--- config.mk ---
export PLATFORM = sky130hd
export DESIGN_NAME = ucie_ctl_sb_cfg_rx
export DESIGN_NICKNAME = d
export VERILOG_FILES = /design/src/rtl/ucie_ctl_sb_pkg.sv /design/src/rtl/ucie_ctl_sync_fifo.sv /design/src/rtl/ucie_ctl_sb_cfg_rx.sv
export SDC_FILE = /design/constraint.sdc
export NUM_CORES = 1
export LEC_CHECK = 0
export BUFFER_PORTS_ARGS = -buffer_cell sky130_fd_sc_hd__clkbuf_2
export CAP_MARGIN = 20
export CORE_UTILIZATION = 55
export DETAILED_ROUTE_END_ITERATION = 10
export PLACE_DENSITY_LB_ADDON = 0.3
export SLEW_MARGIN = 20
export SYNTH_ARGS = -nofsm -noshare
export SYNTH_HDL_FRONTEND = slang
export SYNTH_SLANG_ARGS = --single-unit
--- constraint.sdc ---
create_clock -name i_clk -period 13.95 [get_ports i_clk]
set_input_delay 1.395 -clock i_clk [delete_from_list [all_inputs] [get_ports i_clk]]
set_output_delay 1.395 -clock i_clk [all_outputs]
set_load 0.02 [all_outputs]
--- src/rtl/ucie_ctl_sb_pkg.sv ---
// Shared defaults, word type and credit-width helper for the sideband config receive path.
`default_nettype none

package ucie_ctl_sb_pkg;

   localparam int DEF_NC       = 32;
   localparam int DEF_DEPTH    = 8;
   localparam int DEF_INIT_CRD = 4;
   localparam int DEF_MAX_CRD  = 8;

   typedef logic [DEF_NC-1:0] sb_word_t;

   function automatic int crd_width(input int max_crd);
      return $clog2(max_crd + 1);
   endfunction

endpackage

`default_nettype wire

--- src/rtl/ucie_ctl_sync_fifo.sv ---
// Single-clock FIFO with wrap-bit pointers and a synchronous flush; caller must not push when full without a pop.
`default_nettype none

module ucie_ctl_sync_fifo #(
   parameter int WIDTH = 32,
   parameter int DEPTH = 8,
   localparam int AW   = $clog2(DEPTH)
) (
   input  logic             clk,
   input  logic             rst_n,
   input  logic             flush,
   input  logic             push,
   input  logic [WIDTH-1:0] wdata,
   input  logic             pop,
   output logic [WIDTH-1:0] rdata,
   output logic             full,
   output logic             empty,
   output logic [AW:0]      level
);

   logic [WIDTH-1:0] mem [DEPTH];
   logic [AW:0]      wr_ptr;
   logic [AW:0]      rd_ptr;

   always_ff @(posedge clk) begin
      if (!rst_n || flush) begin
         wr_ptr <= '0;
         rd_ptr <= '0;
      end else begin
         if (push) wr_ptr <= wr_ptr + 1'b1;
         if (pop)  rd_ptr <= rd_ptr + 1'b1;
      end
   end

   // Storage is not reset; only entries between the pointers are ever read.
   always_ff @(posedge clk) begin
      if (push && !flush) mem[wr_ptr[AW-1:0]] <= wdata;
   end

   assign rdata = mem[rd_ptr[AW-1:0]];
   assign empty = (wr_ptr == rd_ptr);
   assign full  = (wr_ptr[AW] != rd_ptr[AW]) && (wr_ptr[AW-1:0] == rd_ptr[AW-1:0]);
   assign level = wr_ptr - rd_ptr;

endmodule

`default_nettype wire

--- src/rtl/ucie_ctl_sb_cfg_rx.sv ---
// Sideband config receive path: buffers partner words and delivers them to the RDI under adapter credits.
// Optional macro UCIE_CTL_SB_RX_OVF_CNT_EN adds an 8-bit saturating dropped-word counter (o_ovf_count).
`default_nettype none

module ucie_ctl_sb_cfg_rx
   import ucie_ctl_sb_pkg::*;
#(
   parameter int NC       = DEF_NC,
   parameter int DEPTH    = DEF_DEPTH,
   parameter int INIT_CRD = DEF_INIT_CRD,
   parameter int MAX_CRD  = DEF_MAX_CRD,
   localparam int LW      = $clog2(DEPTH + 1),
   localparam int CW      = crd_width(MAX_CRD)
) (
   input  logic          i_clk,
   input  logic          i_rst_n,
   input  logic          i_sb_data_valid,
   input  logic [NC-1:0] i_data_received_sb,
   input  logic          i_rdi_lp_cfg_crd,
   input  logic          i_flush,
   output logic [NC-1:0] o_rdi_pl_cfg,
   output logic          o_rdi_pl_cfg_vld,
   output logic [LW-1:0] o_fifo_level,
   output logic [CW-1:0] o_credit_count,
   output logic          o_overflow,
   output logic          o_crd_overflow
`ifdef UCIE_CTL_SB_RX_OVF_CNT_EN
   ,
   output logic [7:0]    o_ovf_count
`endif
);

   logic [CW-1:0] credit;
   logic [NC-1:0] head;
   logic          fifo_full;
   logic          fifo_empty;
   logic          pop;
   logic          push;
   logic          drop;
   logic          crd_ret;
   logic          crd_sat;

   // Flush masks every event so a flush cycle behaves exactly like reset.
   assign pop     = !i_flush && !fifo_empty && (credit != '0);
   assign push    = !i_flush && i_sb_data_valid && (!fifo_full || pop);
   assign drop    = !i_flush && i_sb_data_valid && fifo_full && !pop;
   assign crd_ret = !i_flush && i_rdi_lp_cfg_crd;
   assign crd_sat = crd_ret && !pop && (credit == CW'(MAX_CRD));

   ucie_ctl_sync_fifo #(
      .WIDTH (NC),
      .DEPTH (DEPTH)
   ) u_fifo (
      .clk   (i_clk),
      .rst_n (i_rst_n),
      .flush (i_flush),
      .push  (push),
      .wdata (i_data_received_sb),
      .pop   (pop),
      .rdata (head),
      .full  (fifo_full),
      .empty (fifo_empty),
      .level (o_fifo_level)
   );

   always_ff @(posedge i_clk) begin
      if (!i_rst_n || i_flush) begin
         o_rdi_pl_cfg     <= '0;
         o_rdi_pl_cfg_vld <= 1'b0;
         credit           <= CW'(INIT_CRD);
         o_overflow       <= 1'b0;
         o_crd_overflow   <= 1'b0;
      end else begin
         o_rdi_pl_cfg_vld <= pop;
         if (pop) o_rdi_pl_cfg <= head;
         // Return and consume together cancel; a saturated return is dropped.
         if (crd_ret && !pop && !crd_sat) credit <= credit + 1'b1;
         else if (pop && !crd_ret)        credit <= credit - 1'b1;
         if (drop)    o_overflow     <= 1'b1;
         if (crd_sat) o_crd_overflow <= 1'b1;
      end
   end

   assign o_credit_count = credit;

`ifdef UCIE_CTL_SB_RX_OVF_CNT_EN
   logic [7:0] ovf_cnt;

   always_ff @(posedge i_clk) begin
      if (!i_rst_n || i_flush)            ovf_cnt <= '0;
      else if (drop && ovf_cnt != 8'hFF)  ovf_cnt <= ovf_cnt + 1'b1;
   end

   assign o_ovf_count = ovf_cnt;
`endif

endmodule

`default_nettype wire

==> results.md <==
- **post-detailed-placement cell area** 12,200 µm²
- **transition time of the tightest slew-check pin** 1.04 ns
- **Critical Path AT** 2.43 ns
- **status** finished, final reports clean
- **source of the worst hold timing path** o_crd_overflow
- **Die H** 146 µm
- **worst vdd rail ir drop** 0.102 mV
- **crit path capture type** output pin
- **final wirelength** 21,100 µm
- **Max Clock Skew** 0.00845 ns
- **leading cell type in the layout, fill and taps excluded** edfxtp_1
- **CP Buf/Inv Count** 2
- **count of cell types in the netlist** 36
- **first-pass GRT wire length** 33,800 µm
- **cells along the critical path** ha_1 > inv_1 > a21o_1 > a21oi_1 > xnor2_1 > clkbuf_2
- **number of warnings printed during yosys synthesis** 0
- **largest family of logic cells by synthesized area** multiplexers
- **crit path from** u_fifo.rd_ptr[0]
- **kind of start point of the critical path** flip-flop
- **maximum fanout count along the critical path** 38
- **delay of the slowest critical-path stage** 0.84 ns
- **launching point of the worst reg2reg path** u_fifo.rd_ptr[1]
- **path class of the lowest-slack min-delay path** reg2reg
- **clock slew seen by the registers of the worst setup and hold paths** 0.06 ns
- **slowest cell on the critical path** dfxtp_4
- **share of the yosys chip area belonging to registers** 0.755
- **period utilization** 0.274
- **count of max-cap constraint violations** 0
- **final weighted congestion in routability-driven placement** 0.843
- **Inserted Clock Buffers** 29
- **Avg Synthesized Cell Area** 18.4 µm²
- **aggregate negative setup slack** 0 ns
- **H-tree depth reported by CTS** 1
- **number of global-route vias before repair** 5,960
- **summed area of non-filler cells in the final layout** 13,100 µm²
- **Chip Width** 146 µm
- **Final Slew Violations** 0
- **Setup Viol. Count Final** 0
- **synthesized-area fraction occupied by xor and xnor cells** 0.00920
- **synthesized-area fraction occupied by adder cells** 0.0112
- **maximum number of pins on one net before global-route repair** 66
- **Cells after Synth** 621
- **placed cell count** 947
- **cell area after synthesis** 11,400 µm²
- **placed wire-length estimate** 11,900 µm
- **total DRC errors in the routed layout** 0
- **Power, Total** 1.78 mW
- **average wire length per cell after detail routing** 21.0 µm
- **via count** 5,763
- **Layout Area Growth over Synthesis** 14.7%
- **top library cells by usage in the layout, fill and taps aside** 256 x edfxtp_1, 79 x clkbuf_2, 77 x nand2_1
- **I/O Buffers** 79
- **CTS tree** built
- **Clock Tree Buf Depth** 3
- **Final nets** 756
- **number of flip-flops and latches in the synthesized netlist** 303
- **CP required** 12.56 ns
- **number of antenna violations at the first check in global routing** 1
- **PostCTS Resize Cnt** 0
- **Hold-fix buffers, CTS** 0
- **critical path type** reg2out
- **setup repair after global routing missed its margin** no
- **Synth Area in Compound Gates** 0.0394
- **Std-Cell Core Area** 20,300 µm²
- **diode count** 0
- **time the worst path needs with I/O delays and setup** 3.82 ns
- **first-pass detailed-route iteration total** 5
- **iteration-0 DRC count of the detailed router** 521
- **total nets after synthesis** 667
- **post-layout instance count excluding filler cells** 1,002
- **Peak Freq** 262 MHz
- **die area** 21,400 µm²
- **share of final-layout standard cells stronger than drive strength 1** 0.291
- **number of clock sinks** 303
- **endpoints failing hold** 0
- **row count** 52
- **later-pin clock latency in the skew report** 0.52 ns
- **gr usage total** 0.207
- **overflow left after global routing** 0
- **cell family contributing the most delay on the critical path** flip-flops
- **post-route ant nets** 0
- **io pins** 80
- **buffer cell driving the clock tree root** clkbuf_16
- **Pleak** 4.36 nW
- **mux contribution to synthesized area** 0.128
- **number of post-CTS setup repair buffers** 0
- **Initial Utilization** 0.563
- **Pwr Density** 136 nW/µm²
- **area fraction in and, or, nand and nor cells after synthesis** 0.0406
- **ratio of routed vias to standard cells** 5.75
- **Slew headroom** 0.305
==> per-layer routing <==
layer  track usage  wire length [µm]  share of wire  vias to the layer above
met1         0.291              9090           0.43                     2926
met4        0.0443               237          0.011                        2
li1              -                 -              -                     2641
met2         0.346             10400           0.49                      175
met3        0.0344              1320          0.063                       19
met5             0                11        0.00052                        -
==> cell type report <==
cell class / instances / area (µm²)
sequential: 303 / 8630
timing repair buffer: 91 / 518
multi-input combinational: 274 / 2670
clock buffer: 43 / 828
clock inverter: 10 / 76.3
inverter: 11 / 41.3
tap: 270 / 338
fill: 1415 / 7190
==> stage by stage <==
stage / hold slack, ns / setup slack, ns / utilization
floorplan: 0.537 / 9.10 / -
global placement: 0.449 / 10.26 / 0.599
detailed placement: 0.472 / 10.06 / 0.599
CTS: 0.488 / 10.04 / 0.643
global route: 0.525 / 9.88 / 0.646
finish: 0.484 / 10.13 / 0.646
==> kinds of logic after synthesis <==
kind of cell	after synthesis
xor+xnor	12
flops	303
buf+inv	44
simple gates	111
fa+ha+maj	9
compound gates	76
mux	66
==> flip-flops by register name, summed over array words and instances, names as in the netlist <==
name,cells
o_overflow,1
o_rdi_pl_cfg_vld,1
o_credit_count,4
u_fifo.mem,256
o_crd_overflow,1
u_fifo.wr_ptr,4
u_fifo.rd_ptr,4
o_rdi_pl_cfg,32
==> cell usage after synthesis <==
master	instances	area share
edfxtp_1	256	0.67
nand2_1	77	0.025
mux4_2	64	0.13
dfxtp_1	47	0.082
a31oi_1	33	0.018
o21ai_0	32	0.014
clkbuf_1	19	0.0062
nor2_1	16	0.0053
buf_2	12	0.0053
inv_1	11	0.0036
ha_1	7	0.0077
xnor2_1	7	0.0054
nor3_1	5	0.0022
xor2_1	5	0.0038
a21oi_1	4	0.0018
and2_1	2	0.0011
fa_1	2	0.0035
nand3_1	2	0.00088
nand4_1	2	0.0011
o21ai_1	2	0.00088
a211o_2	1	0.00088
a211oi_2	1	0.0011
a21o_1	1	0.00066
a311oi_2	1	0.0013
a41oi_1	1	0.00077
and3_1	1	0.00055
and3_2	1	0.00066
buf_1	1	0.00033
buf_4	1	0.00066
mux2_4	1	0.0013
mux2i_1	1	0.00088
nand2b_1	1	0.00055
nor2b_1	1	0.00055
nor3b_1	1	0.00066
nor4_2	1	0.0011
nor4b_1	1	0.00077
==> path summary, 6_finish.rpt <==
check,to,slack (ns),cells past startpoint
worst max register to register,u_fifo.mem[2][6],10.28,7
worst min register to register,o_crd_overflow,0.48,2
worst max-delay path,o_fifo_level[3],10.13,6
worst min-delay path,o_crd_overflow,0.48,2
==> power by group <==
part           internal [mW]  switching, mW  total, mW
registers              0.988        0.00409      0.992
clock network          0.427          0.309      0.737
logic                 0.0182         0.0309     0.0492
total                   1.43          0.344       1.78
==> tightest hold or removal path: cells and delay by family, from the launching register on <==
kind / cells / cell delay [ns]
AO/OA/AOI/OAI: 1 / 0.05
AND/OR/NAND/NOR: 1 / 0.07
flip-flops: 1 / 0.33
Power figures use the tool's default switching activity.
